[src/rtl/ps2_receiver.sv]
// PS/2 keyboard receiver: synchronises the raw PS/2 clock/data lines, shifts
// in 11-bit frames (start, 8 data LSB first, odd parity, stop), and turns the
// accepted bytes into make codes with F0 (break) and E0 (extended) prefixes.
//
// Ports:
//   clk        system clock, all state changes on rising edge
//   rst        asynchronous active-high reset
//   ps2_clk    raw PS/2 clock from the keyboard (asynchronous)
//   ps2_data   raw PS/2 data from the keyboard (asynchronous)
//   keycode    current make scancode, 8'h00 = no key
//   key_valid  one-cycle pulse when a make code is written to keycode
//   key_ext    current keycode was preceded by E0
//   frame_err  one-cycle pulse on parity, stop-bit or timeout error
module ps2_receiver #(
  parameter int unsigned TIMEOUT_CYCLES = 100000
) (
  input  logic       clk,
  input  logic       rst,
  input  logic       ps2_clk,
  input  logic       ps2_data,
  output logic [7:0] keycode,
  output logic       key_valid,
  output logic       key_ext,
  output logic       frame_err
);

  localparam int unsigned TW = $clog2(TIMEOUT_CYCLES + 1);

  typedef enum logic [1:0] {IDLE, DATA, PARITY, STOP} state_t;

  logic          clk_s1_q, clk_s2_q, clk_prev_q;
  logic          data_s1_q, data_s2_q;
  state_t        state_q, state_d;
  logic [2:0]    bit_cnt_q, bit_cnt_d;
  logic [7:0]    shift_q, shift_d;
  logic          parity_q, parity_d;
  logic [TW-1:0] to_cnt_q, to_cnt_d;
  logic          brk_q, brk_d;
  logic          extp_q, extp_d;
  logic [7:0]    keycode_q, keycode_d;
  logic          key_valid_q, key_valid_d;
  logic          key_ext_q, key_ext_d;
  logic          frame_err_q, frame_err_d;

  logic fall_edge;
  logic timeout;
  logic frame_ok;

  always_ff @(posedge clk or posedge rst) begin
    if (rst) begin
      clk_s1_q    <= 1'b0;
      clk_s2_q    <= 1'b0;
      clk_prev_q  <= 1'b0;
      data_s1_q   <= 1'b0;
      data_s2_q   <= 1'b0;
      state_q     <= IDLE;
      bit_cnt_q   <= '0;
      shift_q     <= '0;
      parity_q    <= 1'b0;
      to_cnt_q    <= '0;
      brk_q       <= 1'b0;
      extp_q      <= 1'b0;
      keycode_q   <= '0;
      key_valid_q <= 1'b0;
      key_ext_q   <= 1'b0;
      frame_err_q <= 1'b0;
    end else begin
      clk_s1_q    <= ps2_clk;
      clk_s2_q    <= clk_s1_q;
      clk_prev_q  <= clk_s2_q;
      data_s1_q   <= ps2_data;
      data_s2_q   <= data_s1_q;
      state_q     <= state_d;
      bit_cnt_q   <= bit_cnt_d;
      shift_q     <= shift_d;
      parity_q    <= parity_d;
      to_cnt_q    <= to_cnt_d;
      brk_q       <= brk_d;
      extp_q      <= extp_d;
      keycode_q   <= keycode_d;
      key_valid_q <= key_valid_d;
      key_ext_q   <= key_ext_d;
      frame_err_q <= frame_err_d;
    end
  end

  assign fall_edge = clk_prev_q & ~clk_s2_q;
  // An edge in the same cycle as expiry wins, so timeout is masked by it.
  assign timeout   = (state_q != IDLE) && !fall_edge &&
                     (to_cnt_q == TW'(TIMEOUT_CYCLES - 1));
  // Nine bits (data + parity) must hold an odd number of ones, stop must be 1.
  assign frame_ok  = (^{shift_q, parity_q}) & data_s2_q;

  always_comb begin
    state_d     = state_q;
    bit_cnt_d   = bit_cnt_q;
    shift_d     = shift_q;
    parity_d    = parity_q;
    brk_d       = brk_q;
    extp_d      = extp_q;
    keycode_d   = keycode_q;
    key_ext_d   = key_ext_q;
    key_valid_d = 1'b0;
    frame_err_d = 1'b0;
    to_cnt_d    = (state_q == IDLE || fall_edge) ? '0 : to_cnt_q + TW'(1);

    case (state_q)
      IDLE: begin
        if (fall_edge && !data_s2_q) begin
          state_d   = DATA;
          bit_cnt_d = '0;
        end
      end
      DATA: begin
        if (fall_edge) begin
          shift_d   = {data_s2_q, shift_q[7:1]};
          bit_cnt_d = bit_cnt_q + 3'd1;
          if (bit_cnt_q == 3'd7) state_d = PARITY;
        end
      end
      PARITY: begin
        if (fall_edge) begin
          parity_d = data_s2_q;
          state_d  = STOP;
        end
      end
      STOP: begin
        if (fall_edge) begin
          state_d = IDLE;
          if (!frame_ok) begin
            frame_err_d = 1'b1;
            brk_d       = 1'b0;
            extp_d      = 1'b0;
          end else if (shift_q == 8'hF0) begin
            brk_d = 1'b1;
          end else if (shift_q == 8'hE0) begin
            extp_d = 1'b1;
          end else if (brk_q) begin
            if (shift_q == keycode_q) begin
              keycode_d = 8'h00;
              key_ext_d = 1'b0;
            end
            brk_d  = 1'b0;
            extp_d = 1'b0;
          end else begin
            keycode_d   = shift_q;
            key_ext_d   = extp_q;
            key_valid_d = 1'b1;
            extp_d      = 1'b0;
          end
        end
      end
      default: state_d = IDLE;
    endcase

    if (timeout) begin
      state_d     = IDLE;
      frame_err_d = 1'b1;
      brk_d       = 1'b0;
      extp_d      = 1'b0;
    end
  end

  assign keycode   = keycode_q;
  assign key_valid = key_valid_q;
  assign key_ext   = key_ext_q;
  assign frame_err = frame_err_q;

endmodule

[config.mk]
export PLATFORM = sky130hd
export DESIGN_NAME = ps2_receiver
export DESIGN_NICKNAME = d
export VERILOG_FILES = /design/src/rtl/ps2_receiver.sv
export SDC_FILE = /design/constraint.sdc
export NUM_CORES = 1
export LEC_CHECK = 0
export ABC_AREA = 0
export CORE_ASPECT_RATIO = 1.5
export CORE_MARGIN = 2
export CORE_UTILIZATION = 45
export CTS_CLUSTER_DIAMETER = 80
export DETAILED_ROUTE_END_ITERATION = 8
export PLACE_DENSITY_LB_ADDON = 0.2
export SYNTH_ARGS = -nofsm -noshare
export SYNTH_HDL_FRONTEND = slang
export SYNTH_SLANG_ARGS = --single-unit
[constraint.sdc]
create_clock -name clk -period 2.25 [get_ports clk]
set_clock_uncertainty 0.05 [all_clocks]
set_input_delay 0.3375 -clock clk [delete_from_list [all_inputs] [get_ports clk]]
set_output_delay 0.3375 -clock clk [all_outputs]
set_load 0.01 [all_outputs]
Word-level counts from Yosys, hierarchy flattened
Index checks and enable logic that the tools add are counted.
{ "classes": {"n_addsub": 2, "n_eq_ne": 18, "n_mux": 37, "bitwise": 5, "n_reduce_logical": 19} }
{ "ops": {"columns": ["operator", "count"], "rows": [
  ["$mux 1", 24],
  ["$add 17x1->17 const B", 1],
  ["$eq 17x17->1 const B", 1],
  ["$mux 17", 1],
  ["$eq 8x8->1 const B", 2],
  ["$mux 8", 2],
  ["$ne 3x3->1 const B", 5],
  ["$mux 2", 6],
  ["$reduce_and 3->1", 3],
  ["$reduce_xor 9->1", 1],
  ["$eq 8x8->1", 1],
  ["$pmux 2 s4", 1],
  ["$reduce_bool 2->1", 4],
  ["$mux 3", 2],
  ["$pmux 3 s2", 1],
  ["$reduce_and 6->1", 1],
  ["$reduce_and 5->1", 1],
  ["$eq 2x2->1 const B", 2],
  ["$ne 2x1->1 const B", 2],
  ["$ne 4x4->1 const B", 1],
  ["$reduce_and 2->1", 2],
  ["$add 3x1->3 const B", 1],
  ["$eq 3x3->1 const B", 1],
  ["$logic_and 1x1->1", 3],
  ["8 further kinds", 12]
]} }
{ "word_totals": {"register_bits": 49, "inputBits": 4, "output_inout_bits": 11, "elab_cells": 97} }

Logic depth before layout (Yosys ltp)
Gate-level depths: netlist (run 1).
{ "logic_depth": {"depth_word": 7, "mapped_depth": 8, "ltp_nobuf": 8} }

Worst setup path before layout (run 1)
No wires, ideal clock.
{ "synth_path": {"path_type": "register to register", "start": "register shift_q[7]", "end": "register keycode_q[0] (netlist: keycode[0])", "setup_ps": 122, "arrival_ps": 2204, "required_time_ps": 2078, "slack_ps": -126, "path_stages_with_launch": 9, "n_path_buf": 2, "period_less_slack_ps": 2376, "path_cell_list": "dfrtp_1 buf_4 xnor2_1 xnor3_2 mux2i_1 a211o_1 a221o_1 buf_6 a32o_1"} }
{ "synth_between": {"elab_chain_cells": 3, "word_cells_on_any_way": 9, "cone_classes": "eq/ne: 4; bitwise: 3; reduce/logical: 2"} }
{ "synth_lines": {"columns": ["element", "line", "text"], "rows": [
  ["from (decl)", "35", "logic [7:0] shift_q, shift_d;"],
  ["from (signal assigned)", "75", "shift_q <= shift_d;"],
  ["$eq 8x8->1 (tied with other cells)", "139", "if (shift_q == keycode_q) begin"],
  ["$ne 2x1->1 (no line) (tied with other cells)", null, null],
  ["$reduce_and 6->1 (no line) *", null, null],
  ["to (signal assigned)", "80", "keycode_q <= keycode_d;"],
  ["to (decl)", "40", "logic [7:0] keycode_q, keycode_d;"]
]} }
Every way passes the cells marked *; elsewhere a longest branch is shown, timed or not.
A chain may end at the register's enable or synchronous reset.

Final worst setup path (run 1)
{ "layout_path": {"start": "register parity_q", "end": "register keycode_q[0] (netlist: keycode[0])"} }
{ "layout_between": {"elab_chain_cells": 3} }
{ "layout_lines": {"columns": ["element", "line", "text"], "rows": [
  ["from (decl)", "36", "logic parity_q, parity_d;"],
  ["from (signal assigned)", "76", "parity_q <= parity_d;"],
  ["$reduce_xor 9->1", "92", "assign frame_ok = (^{shift_q, parity_q}) & data_s2_q;"],
  ["$and 1x1->1", "92", null],
  ["$reduce_and 6->1 (no line)", null, null]
]} }
No other way between the ends.

==> results.cfg, run 1 <==
[setup_path]
crit_path_max_incr_delay_ns = 0.46
worst_path_dominant_cell_family = compound AO/OA/AOI/OAI gates
path_class = flip-flop to flip-flop
cp-end-kind = flip-flop
r2r_start = parity_q$_DFFE_PP0P_
reg2reg_setup_slack_ns = -0.05
crit_chain = xnor2_2, xnor3_2, mux2i_1, a211o_1, a221o_2, a32o_1
slowest_stage = a221o_2
cp_num_buf_inv = 0
crit_arrival_ns = 2.45
crit_path_start = parity_q$_DFFE_PP0P_
required_ns = 2.40
path_max_fanout = 5
start_kind = flip-flop

[layout]
final_nets = 270
antenna_cells = 0
syn_to_final_growth_pct = 18.9
drive_above_1_share_pct = 15.4
final_area_sq_um = 2900

[yosys]
netlist_instances = 228
syn_area_sq_um = 2440
synth_area_leaders = dfrtp_1 (50%), xor2_1 (6.5%), ha_1 (4.1%)
yosys.cell_count.top_type = dfrtp_1
yosysSeqAreaShare_pct = 50.3
synth_top_cell_area_share_pct = 50.3
syn_nets = 240
async_reset_ff_share_pct = 100
ys.flop_type = dfrtp_1
syn_avg_cell_area_sq_um = 10.7
ys_ff_latch = 49
ys_types = 40
synthTopCellsByCount = dfrtp_1 (49), nor2_1 (26), nand2_1 (20), xor2_1 (18), o21ai_0 (15)
synth_edf_count = 0
yosysWarnings = 0
synth_area_leader_cell = dfrtp_1

[sta]
finalMaxSlewViolations = 0
setup_violations = 6
rsz0062_at_grt = true
fmax_ghz = 0.435
hold_violations = 0
finalSetupTns_ns = -0.144
worstMarginPinSlew_ns = 0.509
min_period_over_period_pct = 102
timing.final.ws_setup_ns = -0.0480
whs_ns = 0.308
maxSlewHeadroom_pct = 66.0
fin_crit_ns = 2.30

[global_route]
grt_pass1_vias = 1798
grt_pass1_wl_mm = 8.25
grt_overflow = 0
grt_usage_pct = 17.8
antenna_found_initial = 0
grt_start_max_net_pins = 27

[floorplan]
dieArea_sq_um = 6030
rows = 32
io_pins = 15
die_w_um = 64.1
start_util_pct = 47.2
die_h_um = 94.1
coreArea_sq_um = 5160

[cts]
cts_buffer_depth = 2
cts.sinks = 49
cts_made_buffers = 5
holdBufCountCts = 0
clockRootBuffer = clkbuf_8
h-tree-depth = 2
clock_latency_ns = 0.30
clk_pin_slew_ns = 0.09
cts_tree = done

[hold_path]
hold_path.class = flip-flop to flip-flop
hold_start = clk_s1_q$_DFF_PP0_

[routing]
top_layer = met4
wl_met1_mm = 1.87
wl_per_cell_um = 14.0
dr.pass1.iters = 4
drc = 0
drtIter0Drc = 78
wl_mm = 4.58
met3WireLength_um = 78
vias_per_cell = 5.24
route.met2.wl_mm = 2.58
final_antenna_net_count = 0
vias = 1713

[placed_design]
dp_hpwl_mm = 3.25
io_buffers = 14
place_ws_ns = -0.118
dpl_cell_area_sq_um = 2740
place.gp.congestion = 0.794

[power_and_ir_drop]
p_leak_nw = 1.35
peakVddDrop_uv = 502
power.total_w = 0.00347
power_density_nw_per_um2 = 1200

[status]
failed_checks = setup timing
status = finished with violations

[flow_run]
drv_cap = 0
power breakdown:
part	switching, W	leakage [nW]	internal (W)
Clock	0.000285	0.0374	0.000219
Combinational	0.000811	0.651	0.000974
Sequential	0.000153	0.657	0.00103
area by class of cell:
type,instances,area (sq um)
fillers,461,2270
flip-flops and latches,49,1230
multi-input cells,164,1190
repair buffers,30,273
well taps,68,85.1
clock buffers,6,72.6
inverters,8,30.0
clock inverters,2,15.0
metrics by stage:
stage | std cells | util (%)
floorplan | 228 | -
global placement | 315 | 53.1
detailed placement | 315 | 53.1
CTS | 326 | 55.6
global route | 327 | 56.1
finish | 327 | 56.1
logic make-up after synthesis:
| kind of cell | synth area share, % |
|---|---|
| AND/OR/NAND/NOR | 15.8 |
| adder cells (fa/ha/maj) | 4.11 |
| flip-flops | 50.3 |
| AO/OA/AOI/OAI | 11.7 |
| buffers and inverters | 3.13 |
| multiplexers | 2.72 |
| XOR/XNOR | 12.3 |
layout by cell type (no fill, tap or decap), drive strengths merged, types with 2 or more instances in the layout:
| cell | instances |
|---|---|
| and3 | 2 |
| inv | 8 |
| o21ai | 15 |
| dfrtp | 49 |
| a221o | 2 |
| nand2b | 3 |
| nand3 | 6 |
| a22o | 11 |
| xor2 | 18 |
| nor2b | 2 |
| mux2 | 5 |
| a22oi | 2 |
| buf | 16 |
| clkinvlp | 2 |
| xnor3 | 2 |
| a21oi | 7 |
| or3 | 5 |
| clkbuf | 6 |
| xnor2 | 8 |
| nor2 | 26 |
| ha | 8 |
| nor4 | 4 |
| nand2 | 20 |
| clkdlybuf4s50 | 14 |
| and2 | 3 |
| nand4 | 3 |
state kept, by name, indices dropped and copies added (netlist names):
| register | cells |
|---|---|
| shift_q | 8 |
| keycode | 8 |
| clk_s1_q | 1 |
| parity_q | 1 |
| bit_cnt_q | 3 |
| clk_prev_q | 1 |
| clk_s2_q | 1 |
| key_ext | 1 |
| extp_q | 1 |
| brk_q | 1 |
| key_valid | 1 |
| frame_err | 1 |
| to_cnt_q | 17 |
| data_s2_q | 1 |
| data_s1_q | 1 |
| state_q | 2 |
metal layers:
metal / GRT usage, % / vias up
li1: - / 850
met1: 20.4 / 843
met2: 32.3 / 14
met3: 3.00 / 6
met4: 7.07 / 0
met5: 0 / -
path summary, 6_finish.rpt:
check	end	cells after the start
max	keycode[0]$_DFFE_PP0P_	6
min	clk_s2_q$_DFF_PP0_	0
max reg2reg	keycode[0]$_DFFE_PP0P_	6
min reg2reg	clk_s2_q$_DFF_PP0_	0
max in group asynchronous	parity_q$_DFFE_PP0P_	3
min in group asynchronous	keycode[4]$_DFFE_PP0P_	2
timing repair:
item / CTS / global route
hold endpoints to repair: 0 / 0
resized for setup: 3 / 3
cloned: 1 / 0
pin swaps: 7 / 5
endpoints found under the setup margin: 9 / 9
setup buffers: 2 / 1
Note: power is estimated with default switching activity, not from simulation.
==> run 2, diff against run 1 <==
--- a/config.mk
+++ b/config.mk
@@ -6,12 +6,14 @@
 export NUM_CORES = 1
 export LEC_CHECK = 0
 export ABC_AREA = 0
+export ABC_CLOCK_PERIOD_IN_PS = 2250
 export CORE_ASPECT_RATIO = 1.5
 export CORE_MARGIN = 2
 export CORE_UTILIZATION = 45
 export CTS_CLUSTER_DIAMETER = 80
 export DETAILED_ROUTE_END_ITERATION = 8
 export PLACE_DENSITY_LB_ADDON = 0.2
+export REMOVE_ABC_BUFFERS = 1
 export SYNTH_ARGS = -nofsm -noshare
 export SYNTH_HDL_FRONTEND = slang
 export SYNTH_SLANG_ARGS = --single-unit
==> run 2 against run 1 <==
Compared with the run above:
- the run now ends clean
- cell count did not move
- die area did not move
- hold slack got worse by 0.0025 ns
- sequential power barely moved
- total power rose by 4.7%
- count of clock-buffer cells in the layout fell by 1
- non-clock buffer count did not move
- setup slack improved by 0.058 ns
- critical endpoint unchanged
- largest cell class unchanged
- largest power group unchanged
- highest routed layer unchanged
==> results.cfg, run 2 (same netlist as run 1, synthesis figures left out) <==
[routing]
final_antenna_net_count = 0
dr.pass1.iters = 4
drc = 0
drtIter0Drc = 67
wl_mm = 4.45
vias = 1729
wl_per_cell_um = 13.6
vias_per_cell = 5.29

[sta]
finalSetupTns_ns = 0
min_period_over_period_pct = 99.6
finalMaxSlewViolations = 0
fmax_ghz = 0.446
rsz0062_at_grt = true
worstMarginPinSlew_ns = 0.476
maxSlewHeadroom_pct = 68.2
hold_violations = 0
setup_violations = 0
fin_crit_ns = 2.24

[cts]
clk_pin_slew_ns = 0.10
cts.sinks = 49
clockRootBuffer = clkbuf_8
cts_buffer_depth = 2
cts_tree = done
h-tree-depth = 2
clock_latency_ns = 0.31
cts_made_buffers = 5

[layout]
fillCellCount = 454
regMostFlops = to_cnt_q
drive_above_1_share_pct = 14.7
final_area_sq_um = 2920
syn_to_final_growth_pct = 19.8
largest_reg_flops = 17
final_nets = 270
stdcell_count = 327
fin_util_pct = 56.5
layout_commonest_cell = dfrtp_1
antenna_cells = 0
final_cell_mix = dfrtp_1 (49), nor2_1 (26), nand2_1 (20)

[setup_path]
reg2reg_setup_slack_ns = 0.01
r2r_start = shift_q[7]$_DFFE_PP0P_
start_kind = flip-flop
slowest_stage = a221o_2
crit_arrival_ns = 2.40
r2r_end = keycode[0]$_DFFE_PP0P_
required_ns = 2.41
crit_path_start = shift_q[7]$_DFFE_PP0P_
reg2reg_depth = 6
path_max_fanout = 5
cp-end-kind = flip-flop
path_class = flip-flop to flip-flop
crit_chain = xnor2_1, xnor3_2, mux2i_1, a211o_1, a221o_2, a32o_1
crit_path_end = keycode[0]$_DFFE_PP0P_
crit_path_max_incr_delay_ns = 0.46

[floorplan]
die_h_um = 94.1
die_w_um = 64.1
io_pins = 15
start_util_pct = 47.2
rows = 32
coreArea_sq_um = 5160
dieArea_sq_um = 6030

[power_and_ir_drop]
power_density_nw_per_um2 = 1250
p_leak_nw = 1.37
peakVddDrop_uv = 540

[global_route]
grt_start_max_net_pins = 50
grt_usage_pct = 17.5
grt_pass1_wl_mm = 8.13
antenna_found_initial = 0
grt_overflow = 0
grt_pass1_vias = 1776

[placed_design]
io_buffers = 14
numPlacedInstances = 317
dp_hpwl_mm = 3.17
place.gp.congestion = 0.791
dpl_cell_area_sq_um = 2740

[flow_run]
drv_cap = 0

[hold_path]
hold_depth = 0
hold_path.class = flip-flop to flip-flop

[status]
status = completed
-- run 2: worst min path at each step --
stage,endpoint,startpoint,slack [ns]
floorplan,clk_s2_q$_DFF_PP0_,clk_s1_q$_DFF_PP0_,0.28
global route,data_s2_q$_DFF_PP0_,data_s1_q$_DFF_PP0_,0.32
detailed placement,data_s2_q$_DFF_PP0_,data_s1_q$_DFF_PP0_,0.29
global placement,clk_s2_q$_DFF_PP0_,clk_s1_q$_DFF_PP0_,0.28
CTS,data_s2_q$_DFF_PP0_,data_s1_q$_DFF_PP0_,0.31
finish,data_s2_q$_DFF_PP0_,data_s1_q$_DFF_PP0_,0.31
-- run 2: through the flow --
step	worst slack [ns]	hold WS, ns	power (W)
6_report	0.00990	0.305	0.00363
5_1_grt	-0.0842	0.323	0.00392
4_1_cts	-0.00499	0.309	0.00369
3_5_place_dp	-0.153	0.287	0.00284
3_3_place_gp	-0.110	0.282	0.00281
2_1_floorplan	-0.105	0.281	0.00226
-- run 2: power by group --
part           switching, W  internal, W
clock network      0.000291     0.000441
logic              0.000789     0.000948
registers          0.000135      0.00103
-- run 2: critical path, delay by kind of cell (launching register included) --
family	cells	cell delay, ns
xor gates and xnor gates	2	0.59
muxes	1	0.13
AOI/OAI and AO/OA	3	0.97
DFF	1	0.41
-- run 2: timing repair --
item                       4_1_cts  5_1_grt
hold buffers                     0        0
buffers inserted                 1        0
resized for setup                5        0
cloned                           1        0
setup endpoints to repair        9        9
pin swaps                        5        2
-- run 2: per-layer routing --
metal	wire length [um]	vias to the layer above	global-route usage (%)
met4	95	0	7.43
met5	0	-	0
met1	1830	837	18.9
met3	120	9	3.36
li1	-	852	-
met2	2410	31	32.5
-- run 2: final cells by class --
class,instances,area (sq um),share of cell area [%]
Tap cell,68,85.1,2.91
Clock inverter,3,65.1,2.23
Timing Repair Buffer,30,277,9.47
Multi-Input combinational cell,164,1170,40.0
Inverter,8,30.0,1.03
Clock buffer,5,68.8,2.36
Sequential cell,49,1230,42.0
==> run 3, diff against run 2 <==
--- a/config.mk
+++ b/config.mk
@@ -5,7 +5,6 @@
 export SDC_FILE = /design/constraint.sdc
 export NUM_CORES = 1
 export LEC_CHECK = 0
-export ABC_AREA = 0
 export ABC_CLOCK_PERIOD_IN_PS = 2250
 export CORE_ASPECT_RATIO = 1.5
 export CORE_MARGIN = 2
==> results of run 3 <==
No change in the layout: final DEF, timing and power equal those of run 2.
==> RTL edit 1: new RTL, flow settings as in run 3 <==
`TIMEOUT_CYCLES`: 100000 -> 50000.
--- a/src/rtl/ps2_receiver.sv
+++ b/src/rtl/ps2_receiver.sv
@@ -12,7 +12,7 @@
 //   key_ext    current keycode was preceded by E0
 //   frame_err  one-cycle pulse on parity, stop-bit or timeout error
 module ps2_receiver #(
-  parameter int unsigned TIMEOUT_CYCLES = 100000
+  parameter int unsigned TIMEOUT_CYCLES = 50000
 ) (
   input  logic       clk,
   input  logic       rst,
Behaviour: no difference found for any inputs over 10 cycles, from zero or initial values and one cycle with rst high; that may be too few to reach the edited logic, so the function may still have changed.
==> RTL edit 1 against run 3 <==
Worst setup slack better by 0.12 ns. Routed wire length hardly changed. Area after synthesis up 0.62%. Combinational power shrank 22%. Sequential cell count down 1. Critical path depth is the same. Power down 11%. Design area down 3.3%. Critical path type unchanged. Largest power group unchanged.
==> RTL edit 1: results <==
critical_path:
  critPathTopFamily: "XOR/XNOR gates"
  worst_ep_arrival_time_ns: 2.26
  crit_fanout: 9
  critPathMaxStageDelay_ns: 0.47
  cp_slowest_cell: "dfrtp_1"
place:
  portBuffers: 14
  place_area_um2: 2689
  gp_congestion: 0.8317
  post-place-ws_ns: 0.1380
  place_inst: 311
  hpwl_mm: 3.205
logic_synthesis:
  yosysSeqAreaShare: 0.4900
  yosys_warnings: 0
  synthArstFlopShare: 1.000
  syn_area_per_cell_um2: 10.57
  synthTopCellsByCount: "dfrtp_1 (48), nor2_1 (29), xnor2_1 (19)"
  ys_types: 39
  yosys-top-cells-area: "dfrtp_1 (49%), mux2_2 (7.4%), xnor2_1 (6.8%)"
clocking:
  clk-insertion-delay-late_ns: 0.29
  postCtsSetupBuffers: 0
  cts_root_buffer: "clkbuf_8"
  cts-htree-levels: 2
  numCtsBuffers: 5
  cts_resized: 0
  cts_buffer_depth: 2
  path_clk_slew_ns: 0.09
global_routing:
  grt_pass1_wl_mm: 7.555
  antenna_found_initial: 0
  grt_pass1_vias: 1653
  grt_max_degree: 29
  track_usage: 0.1631
  use_met3: 0.03814
  use_met1: 0.1865
  grt_use_met2: 0.2969
routing:
  via_per_inst: 5.066
  vias: 1616
  routedWlPerCell_um: 13.95
  drtIter0Drc: 49
  dr.pass1.iters: 4
hold_path:
  hold_path_class: "flop to flop"
finish:
  diodes: 0
  largest-register: "to_cnt_q"
  final_area_um2: 2823
  drive_gt1_frac: 0.1554
  nets: 262
  largest_register_ffs: 16
  fillers: 495
power:
  ir_worst_vdd_uv: 628.9
  power_leakage_uw: 0.001268
  power.internal_uw: 2127
floorplanning:
  die_x_um: 64.26
run:
  max-cap-violations: 0
status:
  status: "finished clean"
sta:
  maxSlewHeadroom: 0.6833
## RTL edit 1: layout make-up
type                    count  area share
flip-flops and latches     48      0.4255
multi-input cells         166      0.4162
repair buffers             21     0.07270
clock buffers               7     0.03413
well taps                  68     0.03014
clock inverters             1     0.01064
inverters                   8     0.01064
## RTL edit 1: final timing paths
path	start	end	slack [ns]	depth (start not counted)
setup / recovery	shift_q[6]	keycode[5]	0.13	6
hold / removal	clk_s1_q	clk_s2_q	0.31	0
setup reg to reg	shift_q[6]	keycode[5]	0.13	6
hold reg to reg	clk_s1_q	clk_s2_q	0.31	0
max in group asynchronous	rst	to_cnt_q[11]	1.31	3
min in group asynchronous	rst	keycode[5]	0.32	2
## RTL edit 1: through the flow
stage / hold WS [ns] / total power [uW]
2_1_floorplan: 0.2812 / 2206
3_3_place_gp: 0.2830 / 2565
3_5_place_dp: 0.2879 / 2578
4_1_cts: 0.3078 / 3263
5_1_grt: 0.3218 / 3472
6_report: 0.3055 / 3233
## RTL edit 1: power groups by stage
stage	registers [uW]	logic, uW	clock network [uW]
2_1_floorplan	1230	980	0
4_1_cts	1200	1370	695
6_report	1200	1360	675
3_3_place_gp	1210	1360	0
3_5_place_dp	1210	1360	0
5_1_grt	1230	1520	727
## RTL edit 1: cells by family (layout without fill, tap and decap cells)
kind of cell | Yosys count | in the layout | synth area share
fa+ha+maj | 8 | 8 | 0.04084
mux | 16 | 16 | 0.07351
xor+xnor | 29 | 29 | 0.1159
buf+inv | 18 | 37 | 0.03369
flops | 48 | 48 | 0.4900
compound gates | 29 | 29 | 0.07454
simple gates | 84 | 84 | 0.1715
## RTL edit 1: metal layers
layer	wire [um]	share of wire
met1	1927	0.43
met2	2426	0.55
met3	65	0.015
met4	32	0.0072
met5	0	0
==> RTL edit 2: new RTL, settings of run 3 <==
Without the edit above. The output `key_valid` loses its register stage (`key_valid_q` becomes a continuous assignment).
--- a/src/rtl/ps2_receiver.sv
+++ b/src/rtl/ps2_receiver.sv
@@ -61,7 +61,6 @@
       brk_q       <= 1'b0;
       extp_q      <= 1'b0;
       keycode_q   <= '0;
-      key_valid_q <= 1'b0;
       key_ext_q   <= 1'b0;
       frame_err_q <= 1'b0;
     end else begin
@@ -78,11 +77,12 @@
       brk_q       <= brk_d;
       extp_q      <= extp_d;
       keycode_q   <= keycode_d;
-      key_valid_q <= key_valid_d;
       key_ext_q   <= key_ext_d;
       frame_err_q <= frame_err_d;
     end
   end
+
+  assign key_valid_q = key_valid_d;
 
   assign fall_edge = clk_prev_q & ~clk_s2_q;
   // An edge in the same cycle as expiry wins, so timeout is masked by it.
Behaviour: no difference found for any inputs over 10 cycles, from zero or initial values and one cycle with rst high; that may be too few to reach the edited logic, so the function may still have changed.
==> RTL edit 2 against run 3 <==
The flow now finishes with violations (negative setup slack). Die area decreased by 0.98%. Utilization down 1.4 points. Global-route usage is 0.30 points lower. Final cell count shrank 0.61%. Power decreased by 5.6%. Register-to-register slack worse by 0.19 ns. Sequential cell count shrank 1. Design area down 2.4%. Worst setup slack lost 0.23 ns. Routed wire length grew 1.4%. Area after synthesis down 1.0%. Critical path type is now flop to output pin. Critical endpoint is now key_valid.
==> RTL edit 2: results <==
critical_path:
  crit_fanout: 2
  reg2reg_from: "shift_q[4]"
  rrSetupSlack_ns: -0.18
  critPathTopFamily: "XOR/XNOR gates"
  crit_end: "key_valid"
place:
  place_area_um2: 2715
  gp_congestion: 0.8624
  place_inst: 316
sta:
  timing.hold.ws_ns: 0.3057
  setup_ws_ns: -0.2174
  finalSetupViolations: 10
  finalSetupTns_ns: -1.690
power:
  ir_worst_vdd_uv: 560.3
status:
  violations: "negative setup slack"
  status: "finished with violations"
logic_synthesis:
  synthTopCellsByCount: "dfrtp_1 (48), nor2_1 (26), nand2_1 (20)"
  syn_area_per_cell_um2: 10.62
  ys_ff_latch: 48
  yosys-top-cells-area: "dfrtp_1 (50%), xor2_1 (6.5%), ha_1 (4.2%)"
  yosysSeqAreaShare: 0.4982
routing:
  drtIter0Drc: 47
  routedWlPerCell_um: 13.89
  wl_mm: 4.514
finish:
  nets: 268
  clockNetworkAreaShare: 0.03909
  num-multi-input-gates: 163
  drive_gt1_frac: 0.1518
  seq_area_um2: 1201
  multi_input_area_um2: 1150
global_routing:
  track_usage: 0.1718
  grt_pass1_wl_mm: 7.935
  grt_pass1_vias: 1757
-- RTL edit 2: power groups by stage --
stage / clock [uW] / sequential, uW / combinational, uW
2_1_floorplan: 0 / 1190 / 1060
3_3_place_gp: 0 / 1140 / 1580
3_5_place_dp: 0 / 1150 / 1620
4_1_cts: 644 / 1140 / 1680
5_1_grt: 680 / 1160 / 1850
6_report: 624 / 1140 / 1670
-- RTL edit 2: what timing repair did --
item | 4_1_cts | 5_1_grt
setup buffers | 1 | 0
resized for setup | 8 | 0
endpoints found under the setup margin | 10 | 10
pin swaps | 4 | 1
-- RTL edit 2: per-layer routing --
metal	wire, um	global-route usage	up-vias
met5	0	0	-
met2	2461	0.3132	23
li1	-	-	841
met4	108	0.07790	0
met1	1840	0.1921	853
met3	105	0.03118	9
-- RTL edit 2: cells by family after synthesis --
logic type,count (synthesis),synth area share
compound gates,42,0.1178
xor+xnor,29,0.1240
fa+ha+maj,8,0.04152
buf+inv,16,0.03165
flops,48,0.4982
mux,6,0.02750
simple gates,78,0.1593
